File: src/rtl/dma_job_arbiter.sv
// Round-robin arbiter that serialises per-requester DMA jobs onto a single shim job port.
// Optional watchdog on CLR/WAIT enabled by defining DMA_ARB_TIMEOUT_EN.
//
// state   | meaning
// IDLE    | arbitrate; a winner is accepted and its descriptor latched
// START   | one-cycle start pulse to the shim
// CLR     | wait for the stale done level to drop (bounded by CLR_WAIT_MAX)
// WAIT    | wait for done to rise
// RESP    | one-cycle completion pulse to the granted requester
module dma_job_arbiter #(
  parameter int NUM_REQ        = 4,
  parameter int ID_W           = 2,
  parameter int CLR_WAIT_MAX   = 8,
  parameter int TIMEOUT_CYCLES = 1000000
) (
  input  logic                    clk,
  input  logic                    resetn,
  input  logic [NUM_REQ-1:0]      req_valid,
  output logic [NUM_REQ-1:0]      req_ready,
  input  logic [NUM_REQ-1:0]      req_dir,
  input  logic [NUM_REQ*32-1:0]   req_addr,
  input  logic [NUM_REQ*30-1:0]   req_len,
  output logic [NUM_REQ-1:0]      resp_done,
  output logic                    resp_err,
  output logic                    busy,
  output logic [15:0]             job_count,
  output logic                    dma_start_transfer,
  output logic                    dma_direction,
  output logic [31:0]             dma_ddr_addr,
  output logic [29:0]             dma_length_bytes,
`ifdef DMA_ARB_TIMEOUT_EN
  output logic                    timeout_hit,
`endif
  input  logic                    dma_transfer_done
);

  typedef enum logic [2:0] {S_IDLE, S_START, S_CLR, S_WAIT, S_RESP} state_t;

  localparam int CW = $clog2(CLR_WAIT_MAX + 1);

  state_t            state_q, state_d;
  logic [ID_W-1:0]   last_gnt;
  logic [ID_W-1:0]   win_id;
  logic              win_found;
  logic              sel_dir;
  logic [31:0]       sel_addr;
  logic [29:0]       sel_len;
  logic [CW-1:0]     clr_cnt;
  logic              err_q;
  logic              err_set;
  logic              wd_hit;

`ifdef DMA_ARB_TIMEOUT_EN
  logic [31:0] wd_cnt;
  assign wd_hit = ((state_q == S_CLR) || (state_q == S_WAIT)) && (wd_cnt == 32'd0);
`else
  assign wd_hit = 1'b0;
`endif

  // Search starts one past the last grant so every valid requester is served in turn.
  always_comb begin
    win_found = 1'b0;
    win_id    = '0;
    for (int k = 1; k <= NUM_REQ; k++) begin
      int idx;
      logic [ID_W-1:0] idx_w;
      idx = int'(last_gnt) + k;
      if (idx >= NUM_REQ) idx = idx - NUM_REQ;
      idx_w = ID_W'(idx);
      if (!win_found && req_valid[idx_w]) begin
        win_found = 1'b1;
        win_id    = idx_w;
      end
    end
  end

  always_comb begin
    sel_dir  = 1'b0;
    sel_addr = '0;
    sel_len  = '0;
    for (int i = 0; i < NUM_REQ; i++) begin
      if (win_id == ID_W'(i)) begin
        sel_dir  = req_dir[i];
        sel_addr = req_addr[32*i +: 32];
        sel_len  = req_len[30*i +: 30];
      end
    end
  end

  always_ff @(posedge clk or negedge resetn) begin
    if (!resetn) state_q <= S_IDLE;
    else         state_q <= state_d;
  end

  always_comb begin
    state_d = state_q;
    err_set = 1'b0;
    case (state_q)
      S_IDLE:  if (win_found) state_d = S_START;
      S_START: state_d = S_CLR;
      S_CLR: begin
        if (!dma_transfer_done) begin
          state_d = S_WAIT;
        end else if (clr_cnt == '0) begin
          state_d = S_RESP;
          err_set = 1'b1;
        end
      end
      S_WAIT:  if (dma_transfer_done) state_d = S_RESP;
      S_RESP:  state_d = S_IDLE;
      default: state_d = S_IDLE;
    endcase
    if (wd_hit) begin
      state_d = S_RESP;
      err_set = 1'b1;
    end
  end

  always_ff @(posedge clk or negedge resetn) begin
    if (!resetn) begin
      last_gnt         <= ID_W'(NUM_REQ - 1);
      busy             <= 1'b0;
      job_count        <= '0;
      dma_direction    <= 1'b0;
      dma_ddr_addr     <= '0;
      dma_length_bytes <= '0;
      clr_cnt          <= '0;
      err_q            <= 1'b0;
    end else begin
      if ((state_q == S_IDLE) && win_found) begin
        last_gnt         <= win_id;
        busy             <= 1'b1;
        dma_direction    <= sel_dir;
        dma_ddr_addr     <= sel_addr;
        dma_length_bytes <= sel_len;
      end
      if (state_q == S_START)
        clr_cnt <= CW'(CLR_WAIT_MAX - 1);
      else if ((state_q == S_CLR) && (clr_cnt != '0))
        clr_cnt <= clr_cnt - 1'b1;
      if ((state_q != S_RESP) && (state_d == S_RESP))
        err_q <= err_set;
      if (state_q == S_RESP) begin
        busy      <= 1'b0;
        job_count <= job_count + 16'd1;
      end
    end
  end

`ifdef DMA_ARB_TIMEOUT_EN
  always_ff @(posedge clk or negedge resetn) begin
    if (!resetn) begin
      wd_cnt      <= '0;
      timeout_hit <= 1'b0;
    end else begin
      if (state_q == S_START)
        wd_cnt <= 32'(TIMEOUT_CYCLES - 1);
      else if (((state_q == S_CLR) || (state_q == S_WAIT)) && (wd_cnt != 32'd0))
        wd_cnt <= wd_cnt - 32'd1;
      if (wd_hit)
        timeout_hit <= 1'b1;
    end
  end
`endif

  assign dma_start_transfer = (state_q == S_START);
  assign resp_err           = (state_q == S_RESP) && err_q;

  // req_ready is combinational so the strobe lands in the acceptance cycle; masked during reset.
  always_comb begin
    req_ready = '0;
    resp_done = '0;
    for (int i = 0; i < NUM_REQ; i++) begin
      req_ready[i] = resetn && (state_q == S_IDLE) && win_found && (win_id == ID_W'(i));
      resp_done[i] = (state_q == S_RESP) && (last_gnt == ID_W'(i));
    end
  end

endmodule

File: config.mk
export PLATFORM = sky130hd
export DESIGN_NAME = dma_job_arbiter
export DESIGN_NICKNAME = d
export VERILOG_FILES = /design/src/rtl/dma_job_arbiter.sv
export SDC_FILE = /design/constraint.sdc
export NUM_CORES = 1
export LEC_CHECK = 0
export ABC_AREA = 1
export BUFFER_PORTS_ARGS = -buffer_cell sky130_fd_sc_hd__clkbuf_2
export CORE_MARGIN = 5
export CORE_UTILIZATION = 39
export CTS_BUF_LIST = sky130_fd_sc_hd__clkbuf_8 sky130_fd_sc_hd__clkbuf_16
export CTS_CLUSTER_DIAMETER = 200
export DETAILED_ROUTE_END_ITERATION = 10
export GPL_ROUTABILITY_DRIVEN = 0
export MAX_ROUTING_LAYER = met4
export PLACE_DENSITY = 0.69
export RECOVER_POWER = 25
export REMOVE_ABC_BUFFERS = 1
export SKIP_CTS_REPAIR_TIMING = 1
export SLEW_MARGIN = 20
export SYNTH_ARGS = -nofsm -noshare
export SYNTH_HDL_FRONTEND = slang
export SYNTH_SLANG_ARGS = --single-unit
File: constraint.sdc
create_clock -name clk -period 3.3 [get_ports clk]
set_input_delay 0.165 -clock clk [delete_from_list [all_inputs] [get_ports clk]]
set_output_delay 0.165 -clock clk [all_outputs]
set_load 0.02 [all_outputs]
==> results of run 1 <==
-- cells by family after synthesis --
kind of cell	after synthesis	synth area share, %
buffers and inverters	135	10.8
AO/OA/AOI/OAI	72	6.06
adder cells (fa/ha/maj)	6	1.24
AND/OR/NAND/NOR	577	42.5
XOR/XNOR	14	2.03
flip-flops	90	37.4
-- cells in the mapped netlist, types with 2 or more instances --
| cell type | instances | area share, % |
|---|---|---|
| a21oi_1 | 4 | 0.33 |
| buf_4 | 5 | 0.62 |
| dfstp_2 | 2 | 0.87 |
| nand2_2 | 5 | 0.52 |
| nor2_4 | 2 | 0.37 |
| xnor2_1 | 7 | 1.0 |
| nand4_1 | 17 | 1.8 |
| nand3_1 | 202 | 17 |
| o21ai_0 | 41 | 3.4 |
| nand3b_1 | 6 | 0.75 |
| inv_1 | 71 | 4.4 |
| o21ai_1 | 25 | 2.1 |
| clkbuf_1 | 12 | 0.75 |
| nand2_4 | 3 | 0.56 |
| buf_2 | 31 | 2.6 |
| ha_1 | 6 | 1.2 |
| nand2_1 | 241 | 15 |
| nor3_1 | 8 | 0.66 |
| inv_2 | 4 | 0.25 |
| xor2_1 | 7 | 1.0 |
| buf_6 | 11 | 2.1 |
| nor2_1 | 90 | 5.6 |
| dfrtp_1 | 88 | 36 |
-- sequential cells by signal, indices dropped and copies added, names as in the netlist --
register,cells
err_q,1
dma_direction,1
clr_cnt,4
last_gnt,2
busy,1
job_count,16
state_q,3
dma_ddr_addr,32
dma_length_bytes,30
-- cell type report --
class / count / share of cell area [%]
clock buffer: 10 / 2.91
clock inverter: 6 / 0.929
inverter: 76 / 3.62
multi-input combinational: 671 / 38.7
sequential: 90 / 27.4
tap: 188 / 2.86
timing repair buffer: 374 / 23.5
-- worst max-delay path, stage by stage, from the launching register on --
cell,delay (ps)
dfstp_2,600
inv_1,140
ha_1,360
inv_1,90
nand3_1,120
nand2_2,100
nor2_4,130
nand4_4,200
nand2_8,160
inv_2,40
buf_4,210
nor3_2,240
clkbuf_2,200
-- power breakdown --
group / internal [mW] / switching [mW]
combinational: 2.45 / 5.38
clock: 0.625 / 0.485
sequential: 1.60 / 0.287
-- layer usage --
layer,vias to the layer above,wire (um)
met2,329,11100
met4,0,635
met3,40,1640
met5,-,0
li1,3571,-
met1,3294,9150
-- final timing paths --
check / cells after the start / from / slack, ps / endpoint
worst max-delay path: 12 / last_gnt[1] / 190 / req_ready[2]
max in group asynchronous: 3 / resetn / 1850 / dma_length_bytes[12]
worst min register to register: 1 / job_count[15] / 470 / job_count[15]
worst max register to register: 15 / last_gnt[0] / 340 / dma_ddr_addr[21]
min in group asynchronous: 2 / resetn / 320 / dma_direction
worst min-delay path: 5 / req_len[116] / 110 / dma_length_bytes[26]
-- placed cells by master (no fill, tap or decap), types with 2 or more instances in the layout --
| cell type | Yosys | layout |
|---|---|---|
| nand2_4 | 3 | 4 |
| nand2_1 | 241 | 241 |
| nand3_1 | 202 | 202 |
| inv_4 | 0 | 2 |
| buf_4 | 5 | 23 |
| clkbuf_16 | 0 | 9 |
| inv_2 | 4 | 2 |
| nand2_2 | 5 | 4 |
| ha_1 | 6 | 6 |
| nand4_1 | 17 | 17 |
| clkbuf_2 | 0 | 316 |
| clkbuf_1 | 12 | 31 |
| nor3_2 | 1 | 2 |
| nor2_4 | 2 | 2 |
| nor3_1 | 8 | 7 |
| a21oi_1 | 4 | 4 |
| inv_6 | 0 | 4 |
| nand3b_1 | 6 | 6 |
| xor2_1 | 7 | 7 |
| nor2_1 | 90 | 90 |
| o21ai_1 | 25 | 25 |
| dfstp_2 | 2 | 2 |
| inv_1 | 71 | 71 |
| xnor2_1 | 7 | 7 |
| inv_8 | 1 | 2 |
| dfrtp_1 | 88 | 88 |
| nand2_8 | 0 | 2 |
| o21ai_0 | 41 | 41 |
| buf_12 | 0 | 2 |
-- stage by stage --
stage          total power [mW]  setup slack [ps]  instance area (um2)  setup TNS (ps)  utilization, %
6_report                   10.8               189                 8220               0            54.1
5_1_grt                    11.9              7.41                 8220               0            54.1
4_1_cts                    10.7             -90.9                 8150            -112            53.6
3_5_place_dp               9.53               266                 7830               0            51.5
3_3_place_gp               9.44               341                 7830               0            51.5
2_1_floorplan              6.85              -720                 5670          -34550               -
==> flow_metrics.py, run 1 <==
metrics = {
    "worst_setup_path": {
        "worstSetupStartpointType": "flip-flop",
        "critical_path_class": "flip-flop to primary output",
        "crit_arrival_ps": 2950,
        "required_ps": 3130,
        "endpoint_kind": "primary output",
        "path_max_fanout": 23,
    },
    "grt": {
        "grt_max_degree": 65,
        "grtUsageMet2_pct": 42.3,
        "grt_usage_pct": 24.6,
        "antenna_found_initial": 0,
        "use_met1_pct": 28.6,
        "grt_pass1_vias": 7019,
        "grt_pass1_wl_um": 34700,
        "met3_usage_pct": 4.95,
        "grt_overflow": 0,
        "busiest_layer": "met2",
    },
    "clock_network": {
        "clock_sinks": 90,
        "cts_tree": "done",
        "cts_max_level": 3,
        "root_buffer": "clkbuf_16",
        "cts_buffers": 9,
        "clock_latency_ps": 350,
        "cts.path.max_buffers": 2,
        "clk_pin_slew_worst_paths_ps": 70,
    },
    "floorplanning": {
        "die_area_um2": 18100,
        "ios": 349,
        "coreArea_um2": 15200,
        "die_x_um": 134,
        "dieHeight_um": 134,
        "initial_core_util_pct": 39.7,
        "std_cell_rows": 45,
    },
    "place": {
        "io_buffers": 348,
        "dp.cells": 1391,
        "dp_hpwl_um": 16700,
    },
    "routing": {
        "detail_route.first_pass.iterations": 5,
        "via_per_inst": 5.11,
        "ant_nets": 0,
        "routed_wl_um": 22600,
        "drc_errors": 0,
        "wl_per_cell_um": 15.9,
        "vias": 7234,
        "drt_iter0_drc": 409,
    },
    "yosys": {
        "synth_top_flop_cell": "dfrtp_1",
        "ys_types": 29,
        "syn_area_um2": 6030,
        "synth_edf_count": 0,
        "syn_avg_cell_area_um2": 6.75,
        "yosys_warnings": 0,
        "yosysSeqAreaShare_pct": 37.4,
        "ys_seq_elements": 90,
        "synth-async-reset-ratio_pct": 100,
        "netlist_instances": 894,
    },
    "layout": {
        "seq_area_um2": 2250,
        "antennaDiodeCount": 0,
        "n_fill_cell": 1537,
        "final_nets": 1487,
        "drive_above_1_share_pct": 31.0,
        "multi_input_area_um2": 3180,
        "synthToLayoutAreaGrowth_pct": 36.2,
        "fin_cells": 1415,
    },
    "pwr": {
        "peakVddDrop_mv": 0.962,
        "power_per_cell_area_nw_per_um2": 1320,
        "leakage_nw": 4.62,
    },
    "job": {
        "maxCapViolCount": 0,
    },
    "timing": {
        "timing.hold.ws_ps": 111,
        "fin_worst_skew_ps": 6.69,
        "max_freq_mhz": 321,
        "hold_viol": 0,
        "finalMaxSlewViolations": 0,
        "slew_headroom_pct": 50.8,
        "tightest_slew_ps": 739,
        "setup_viol": 0,
        "rsz0062_at_grt": "no",
        "fin_crit_ps": 3110,
        "period_share_pct": 94.3,
    },
    "worst_hold_path": {
        "min_path_type": "primary input to flip-flop",
    },
    "run_status": {
        "outcome": "completed",
    },
}
No activity file was read; power rests on OpenSTA's default activity.
==> inputs of run 2 (changes only) <==
Settings changed: PLACE_DENSITY 0.69 to 0.71.
Clock period 3.3 ns to 2.6 ns, I/O delays scaled along.
==> flow_metrics.py, run 2 (synthesized netlist as in run 1, its figures left out) <==
metrics = {
    "run_status": {
        "outcome": "finished, violations left",
        "violations": "capacitance limit, slew limit, setup timing",
    },
    "worst_setup_path": {
        "crit_arrival_ps": 2480,
        "ff2ff_path_depth": 17,
        "startpoint": "last_gnt[1]",
        "r2r_end": "dma_ddr_addr[0]",
        "path_max_fanout": 6,
        "r2r_start": "last_gnt[0]",
        "critical_path_class": "flip-flop to primary output",
        "worstSetupStartpointType": "flip-flop",
        "required_ps": 2470,
        "ff2ff_setup_slack_ps": 50,
        "endpoint_kind": "primary output",
    },
    "routing": {
        "drt_iter0_drc": 446,
        "detail_route.first_pass.iterations": 6,
        "vias": 7466,
        "drc_errors": 0,
        "routed_wl_um": 24700,
        "ant_nets": 0,
        "wl_per_cell_um": 17.1,
        "via_per_inst": 5.18,
    },
    "layout": {
        "antennaDiodeCount": 0,
        "layout_commonest_cell": "clkbuf_2",
        "largest-register": "dma_ddr_addr",
        "synthToLayoutAreaGrowth_pct": 46.3,
        "largest_register_ffs": 32,
        "reg_top3": "dma_ddr_addr: 32 flops, dma_length_bytes: 30 flops, job_count: 16 flops",
        "final_cell_mix": "344 x clkbuf_2, 236 x nand2_1, 200 x nand3_1, 89 x nor2_1, 88 x dfrtp_1",
        "fin_cells": 1441,
        "final_util_pct": 58.1,
        "drive_above_1_share_pct": 35.9,
        "n_fill_cell": 1493,
        "final_nets": 1513,
    },
    "place": {
        "pre_cts_slack_ps": 68.9,
        "io_buffers": 348,
        "dp_hpwl_um": 17400,
        "dp.cells": 1395,
    },
    "worst_hold_path": {
        "worstHoldStart": "req_addr[103]",
        "worstHoldPathCells": 5,
        "whs_endpoint": "dma_ddr_addr[7]",
        "min_path_type": "primary input to flip-flop",
    },
    "floorplanning": {
        "initial_core_util_pct": 39.7,
        "ios": 349,
        "die_area_um2": 18100,
        "die_x_um": 134,
        "std_cell_rows": 45,
        "dieHeight_um": 134,
        "coreArea_um2": 15200,
    },
    "timing": {
        "period_share_pct": 100,
        "fin_crit_ps": 2610,
        "timing.hold.ws_ps": 84.4,
        "hold_viol": 0,
        "max_freq_mhz": 384,
        "fin_worst_skew_ps": 8.23,
        "rsz0062_at_grt": "yes",
        "fin_ws_ps": -5.58,
        "tightest_slew_ps": 1590,
        "slew_headroom_pct": -5.91,
        "finalMaxSlewViolations": 57,
        "setup_viol": 1,
    },
    "grt": {
        "met3_usage_pct": 5.70,
        "grt_pass1_wl_um": 35200,
        "use_met1_pct": 30.6,
        "grt_max_degree": 61,
        "antenna_found_initial": 0,
        "grt_usage_pct": 25.0,
        "busiest_layer": "met2",
        "grt_overflow": 0,
        "grtUsageMet2_pct": 40.6,
        "grt_pass1_vias": 6977,
    },
    "clock_network": {
        "root_buffer": "clkbuf_16",
        "clock_sinks": 90,
        "cts_buffers": 9,
        "clk_pin_slew_worst_paths_ps": 70,
        "cts_tree": "done",
        "cts_max_level": 3,
        "clock_latency_ps": 350,
        "cts.path.max_buffers": 2,
    },
    "job": {
        "maxCapViolCount": 2,
    },
    "pwr": {
        "finalPower_mw": 16.1,
        "peakVddDrop_mv": 1.07,
        "power_per_cell_area_nw_per_um2": 1820,
        "leakage_nw": 4.95,
    },
}
[run 2: cell types whose count changed in the layout (fill, tap and decap cells not counted), sizes merged]
cell,delta
buf,+21
clkbuf,+6
clkinv,+2
clkinvlp,+2
inv,-2
nand2,-2
bufinv,-1
[run 2: metal layers]
metal,share of wire [%],vias up
met4,2.6,0
met2,49,383
met3,8.2,50
met1,40,3418
met5,0,-
li1,-,3615
[run 2: cell type report]
type | instances | area [um2] | share of cell area, %
clock buffer | 9 | 225 | 2.55
clock inverter | 7 | 60.1 | 0.680
inverter | 76 | 310 | 3.51
multi-input combinational | 669 | 3260 | 36.9
sequential | 90 | 2250 | 25.5
tap | 188 | 235 | 2.66
timing repair buffer | 402 | 2480 | 28.1
[run 2: stage by stage]
stage | TNS (ps) | cell area [um2]
after detailed placement | 0 | 7980
final | -5.58 | 8830
after CTS | -1010 | 8260
after floorplan | -82120 | 5670
after global routing | -1980 | 8830
after global placement | 0 | 7980
[run 2: worst max-delay path, cell delays in order (launching register included)]
cell	delay (ps)
dfstp_2	580
inv_2	60
ha_4	270
inv_4	80
nand3_4	70
nand2_4	90
nor2_1	40
nor2_1	190
nand2_4	90
nand2_8	130
clkinv_8	80
buf_16	140
nor3_4	160
buf_6	140
[run 2: report_power, final]
group          switching, mW  internal, mW  total [mW]
combinational           7.55          4.84        12.4
sequential             0.378          2.04        2.41
clock                  0.625         0.668        1.29
[run 2: worst max-delay path by stage]
stage	to	slack, ps	cells past startpoint
after global placement	dma_length_bytes[14]	140	14
final	req_ready[2]	-6	13
after CTS	req_ready[3]	-290	14
after global routing	req_ready[2]	-100	13
after detailed placement	dma_ddr_addr[12]	70	16
after floorplan	req_ready[3]	-1390	12
